[config.mk]
export PLATFORM = sky130hd
export DESIGN_NAME = switch_out_port
export DESIGN_NICKNAME = d
export VERILOG_FILES = /design/src/rtl/switch_pkg.sv /design/src/rtl/rr_arbiter4.sv /design/src/rtl/switch_out_port.sv
export SDC_FILE = /design/constraint.sdc
export NUM_CORES = 1
export LEC_CHECK = 0
export CORE_ASPECT_RATIO = 1.2
export CORE_MARGIN = 8
export CORE_UTILIZATION = 51
export DETAILED_ROUTE_END_ITERATION = 16
export PLACE_DENSITY = 0.77
export SETUP_SLACK_MARGIN = 0.05
export SLEW_MARGIN = 20
export SYNTH_ARGS = -nofsm -noshare
export SYNTH_HDL_FRONTEND = slang
export SYNTH_SLANG_ARGS = --single-unit
export TNS_END_PERCENT = 100
[constraint.sdc]
create_clock -name clk -period 6 [get_ports clk]
set_clock_uncertainty 0.2 [all_clocks]
set_input_delay 1.2 -clock clk [delete_from_list [all_inputs] [get_ports clk]]
set_output_delay 1.2 -clock clk [all_outputs]
set_load 0.01 [all_outputs]
[src/rtl/switch_pkg.sv]
// Shared types and helpers for the 4-port packet switch.
package switch_pkg;

  localparam int unsigned N_PORTS = 4;
  localparam int unsigned BYTE_W  = 8;

  typedef struct packed {
    logic [BYTE_W-1:0] addr;
    logic [BYTE_W-1:0] data;
  } pkt_t;

  // Extract lane idx from a bus of N_PORTS packed bytes.
  function automatic logic [BYTE_W-1:0] lane_slice(input logic [N_PORTS*BYTE_W-1:0] bus,
                                                   input int unsigned idx);
    return bus[idx*BYTE_W +: BYTE_W];
  endfunction

endpackage

[src/rtl/rr_arbiter4.sv]
// Four-way round-robin arbiter; rr_i names the highest-priority lane.
module rr_arbiter4
  import switch_pkg::*;
(
  input  logic [N_PORTS-1:0] req_i,
  input  logic [1:0]         rr_i,
  input  logic               en_i,
  output logic [N_PORTS-1:0] grant_o,
  output logic [1:0]         rr_next_o
);

  logic       found;
  logic [1:0] idx;

  always_comb begin
    grant_o   = '0;
    rr_next_o = rr_i;
    found     = 1'b0;
    idx       = rr_i;
    for (int unsigned off = 0; off < N_PORTS; off++) begin
      idx = rr_i + 2'(off);
      if (en_i && req_i[idx] && !found) begin
        found        = 1'b1;
        grant_o[idx] = 1'b1;
        rr_next_o    = idx + 2'd1;
      end
    end
  end

endmodule

[src/rtl/switch_out_port.sv]
// Output-port stage: address match, round-robin arbitration, FIFO and receiver handshake.
module switch_out_port
  import switch_pkg::*;
#(
  parameter logic [BYTE_W-1:0] PORT_ADDR = 8'h00,
  parameter int unsigned       DEPTH     = 8
) (
  input  logic                      clk,
  input  logic                      reset,
  input  logic [N_PORTS*BYTE_W-1:0] addr_in,
  input  logic [N_PORTS*BYTE_W-1:0] data_in,
  input  logic [N_PORTS-1:0]        valid_in,
  output logic [N_PORTS-1:0]        grant,
  output logic [BYTE_W-1:0]         addr_out,
  output logic [BYTE_W-1:0]         data_out,
  output logic                      valid_out,
  output logic                      rcv_rdy,
  input  logic                      data_rd
);

  localparam int unsigned PtrW = $clog2(DEPTH);
  localparam int unsigned CntW = PtrW + 1;

  localparam logic [0:0] StIdle    = 1'b0;
  localparam logic [0:0] StDeliver = 1'b1;

  pkt_t            mem_q [DEPTH];
  logic [PtrW-1:0] wr_ptr_q, rd_ptr_q;
  logic [CntW-1:0] count_q;
  logic [1:0]      rr_q, rr_d;
  logic [0:0]      state_q;
  pkt_t            out_q;

  logic [N_PORTS-1:0] req;
  logic               push, pop, space;
  pkt_t               wr_pkt;

  always_comb begin
    req = '0;
    for (int unsigned i = 0; i < N_PORTS; i++) begin
      req[i] = valid_in[i] && (lane_slice(addr_in, i) == PORT_ADDR);
    end
  end

  assign rcv_rdy = (count_q != '0);
  assign pop     = data_rd && rcv_rdy;
  // A pop frees the slot at the same edge, so a full FIFO can still accept.
  assign space   = (count_q < CntW'(DEPTH)) || pop;

  rr_arbiter4 u_arb (
    .req_i     (req),
    .rr_i      (rr_q),
    .en_i      (space && reset),
    .grant_o   (grant),
    .rr_next_o (rr_d)
  );

  assign push = |grant;

  always_comb begin
    wr_pkt = '0;
    for (int unsigned i = 0; i < N_PORTS; i++) begin
      if (grant[i]) begin
        wr_pkt.addr = lane_slice(addr_in, i);
        wr_pkt.data = lane_slice(data_in, i);
      end
    end
  end

  always_ff @(posedge clk) begin
    if (push) begin
      mem_q[wr_ptr_q] <= wr_pkt;
    end
  end

  always_ff @(posedge clk) begin
    if (!reset) begin
      wr_ptr_q <= '0;
      rd_ptr_q <= '0;
      count_q  <= '0;
      rr_q     <= '0;
      state_q  <= StIdle;
      out_q    <= '0;
    end else begin
      rr_q <= rr_d;
      if (push) begin
        wr_ptr_q <= wr_ptr_q + 1'b1;
      end
      if (pop) begin
        rd_ptr_q <= rd_ptr_q + 1'b1;
        out_q    <= mem_q[rd_ptr_q];
      end
      if (push && !pop) begin
        count_q <= count_q + 1'b1;
      end else if (pop && !push) begin
        count_q <= count_q - 1'b1;
      end
      state_q <= pop ? StDeliver : StIdle;
    end
  end

  assign valid_out = (state_q == StDeliver);
  assign addr_out  = out_q.addr;
  assign data_out  = out_q.data;

endmodule

==> summary.md <==
| Metric | Value |
|---|---|
| Status | finished clean |
| Die Span Y | between 100 and 150 microns |
| Least-Margin Pin Slew | slightly below 1000 ps |
| Grt total ovfl | 0 |
| Cell variety after synth | 64 |
| Simple-gate area share of the yosys netlist | 10.1% |
| DRT antenna net count | 0 |
| Area share of fa/ha/maj cells after synthesis | under 10% |
| Seq cells post-synth | 157 |
| Crit Path Category | in -> out |
| R2r setup slk | roughly 1100 ps |
| Leak pwr | around 3.0 nW |
| N_diodes | 0 |
| Unrepaired setup endpoints after global routing | no |
| Post-synthesis xor/xnor area fraction | less than 1% |
| Fin crit period | between 5000 and 6000 ps |
| Ys flop type | edfxtp_1 |
| Via/cell ratio | 6.16 |
| Setup TNS after final layout | 0 ps |
| Hold Crit Class | reg -> reg |
| Drt total wl | slightly above 20,000 microns |
| Seq/Total Area, Yosys | a little under 60% |
| Mux share of post-synthesis cell area | between 10 and 15% |
| Iteration-0 DRC Markers | approximately 550 |
| Slew HR | about 34% |
| R2R depth | 18 |
| Most frequent cell after synthesis | edfxtp_1 |
| Worst hold endpoint | data_out[0] |
| CTS Buf Count | 17 |
| Global-route wire length before repair | between 30,000 and 40,000 microns |
| Vias | between 5,000 and 6,000 |
| Share of cells above drive strength 1 | between 10% and 20% |
| DIE AREA | roughly 19,000 sq um |
| Mapped Cells | between 500 and 600 |
| Largest net degree at the start of global routing | 37 |
| Std cell rows | 49 |
| Avg Inst Size Synth | ~14 sq um |
| # DRC | 0 |
| Share of the synthesized area in the top cell type | approximately half |
| Initial core utilization | 51.4% |
| Reg-to-Reg End | count_q[3] |
| Critical Path Sink Type | primary output |
| Post-synth EDFFs | 128 |
| P per Cell Area | ~310 nW/um^2 |
| Clock Latency Late Sink | 420 ps |
| Crit path DAT | approximately 4500 ps |
| Main area contributors after synthesis | edfxtp_1 50%, mux4_2 10%, dfxtp_1 7.6% |
| Post-Synthesis Cell Area | between 7000 and 8000 sq um |
| Die width | around 130 microns |
| Maximum vdd drop | between 0.15 and 0.2 mV |
| Port bufs | 92 |
| Compound-cell area share of the yosys netlist | between 10 and 15% |
| Max_cap viols | 0 |
| Period Utilization, post-route | a little over nine tenths |
| CTS HTree Levels | 4 |
| Crit-path max FO | 5 |
| Core area | around 15,000 sq um |
| Critical R2R Launch | rr_q[1] |
| CP startpoint kind | primary input |
| Hold wc startpoint | data_out[0] |
| Top-Level Pins | 93 |
| FMAX | about 170 MHz |
| Number of global-route vias before repair | around 5,700 |
| Syn nets | 637 |
| Synth async-reset ratio | 0% |
| CTS root buf | clkbuf_16 |
| Total GRT Usage | 22.2% |
| Finish-stage setup viols | 0 |
| Layout net count | around 750 |
| Final Max Slew Viols | 0 |
| Routability congestion estimate | between 0.9 and 1 |
| Placed wire-length estimate | between 10,000 and 15,000 microns |
| Yosys warning count | 0 |
| CTS max path bufs | 2 |
| TritonRoute pass-1 iters | 5 |
| Routed WL per cell | approximately 23 microns |
| Yosys top cell by area | edfxtp_1 |
| WP data required | 4600 ps |
| Area delta synth->final | 24.8% |
| Hold path depth | 2 |
| Synth top cells by count | 128 x edfxtp_1, 35 x mux4_2, 29 x dfxtp_1, 29 x o21ai_0, 28 x nor2_1 |
| Final hold viol count | 0 |
| Largest family of logic cells by synthesized area | multiplexers |
| Initial antenna violation count | 0 |
| Worst-path clk slew | 70 ps |
| Clk sinks | 157 |
| CTS tree | done |
| Total power draw | approximately 3 mW |
worst max-delay path by stage:
| stage | depth (start not counted) | slack (ps) | to | startpoint |
|---|---|---|---|---|
| after floorplan | 8 | 60 | mem_q[1][0] | addr_in[5] |
| after global placement | 9 | 130 | grant[3] | addr_in[7] |
| after detailed placement | 18 | 90 | count_q[3] | addr_in[7] |
| after CTS | 10 | 120 | grant[3] | addr_in[7] |
| after global routing | 10 | 50 | grant[3] | addr_in[7] |
| final | 9 | 150 | grant[3] | addr_in[7] |
logic make-up (layout without fill, tap and decap cells):
logic type,count (synthesis),after routing
AOI/OAI and AO/OA,135,135
xor gates and xnor gates,6,6
adders and majority gates,12,12
buffers and inverters,53,177
DFF,157,157
muxes,58,58
and+or+nand+nor,133,133
registers in the layout, summed over array words and instances, names as in the netlist:
| signal | count |
|---|---|
| rd_ptr_q | 3 |
| valid_out | 1 |
| wr_ptr_q | 3 |
| data_out | 8 |
| rr_q | 2 |
| mem_q | 128 |
| count_q | 4 |
| addr_out | 8 |
metrics by stage:
stage / worst slack (ps) / cells / hold slack (ps) / instance area [sq um] / util (%)
6_report: 153 / 882 / 297 / 9520 / 64.2
5_1_grt: 52.3 / 882 / 327 / 9520 / 64.2
4_1_cts: 122 / 882 / 301 / 9500 / 64.0
3_5_place_dp: 85.6 / 850 / 291 / 8920 / 60.1
3_3_place_gp: 132 / 850 / 288 / 8920 / 60.1
2_1_floorplan: 56.4 / 554 / 266 / 7630 / -
per-layer routing:
metal	part of all wire, %	GRT usage (%)	up-vias
met3	5.7	4.81	31
li1	-	-	2476
met2	52	39.4	215
met1	40	25.6	2715
met4	2.4	8.93	0
met5	0	0	-
critical path, stage by stage:
cell and delay (ps):
clkdlybuf4s50_1 440, or4b_4 560, or3_1 350, mux4_2 490, or3_4 450, nor3_4 210
a211oi_4 100, inv_2 100, clkdlybuf4s50_1 540
power by group:
part / total [mW] / switching, mW / internal [mW]
sequential: 1.29 / 0.0560 / 1.23
combinational: 0.665 / 0.294 / 0.372
clock: 1.03 / 0.444 / 0.588
total: 2.99 / 0.794 / 2.19
area by class of cell:
type | instances | area (sq um)
Sequential cell | 157 | 4430
Tap cell | 204 | 255
Multi-Input combinational cell | 344 | 3010
Inverter | 19 | 71.3
Fill cell | 1160 | 5320
Clock buffer | 18 | 429
Timing Repair Buffer | 126 | 1180
Clock inverter | 14 | 151
repair_timing:
action	in CTS	in global routing
setup buffers	0	0
resized for setup	0	3
setup endpoints to repair	0	2
hold buffers	0	0
hold endpoints to repair	0	0
cells in the final DEF, fill, tap and decap left out, types with 7 or more instances in the layout:
cell / netlist / final
nor2_1: 28 / 28
o31a_1: 15 / 15
nand4_1: 7 / 7
o21ai_1: 11 / 11
ha_1: 11 / 11
edfxtp_1: 128 / 128
clkbuf_16: 0 / 17
nor4_1: 13 / 13
a311oi_1: 15 / 15
inv_1: 14 / 14
a21oi_1: 12 / 12
buf_4: 2 / 34
o21ai_0: 29 / 29
nand2_1: 23 / 23
mux2i_1: 22 / 22
nand3_1: 17 / 17
a211oi_1: 17 / 17
dfxtp_1: 29 / 27
mux4_2: 35 / 35
clkdlybuf4s50_1: 0 / 92
Power figures use the tool's default switching activity.
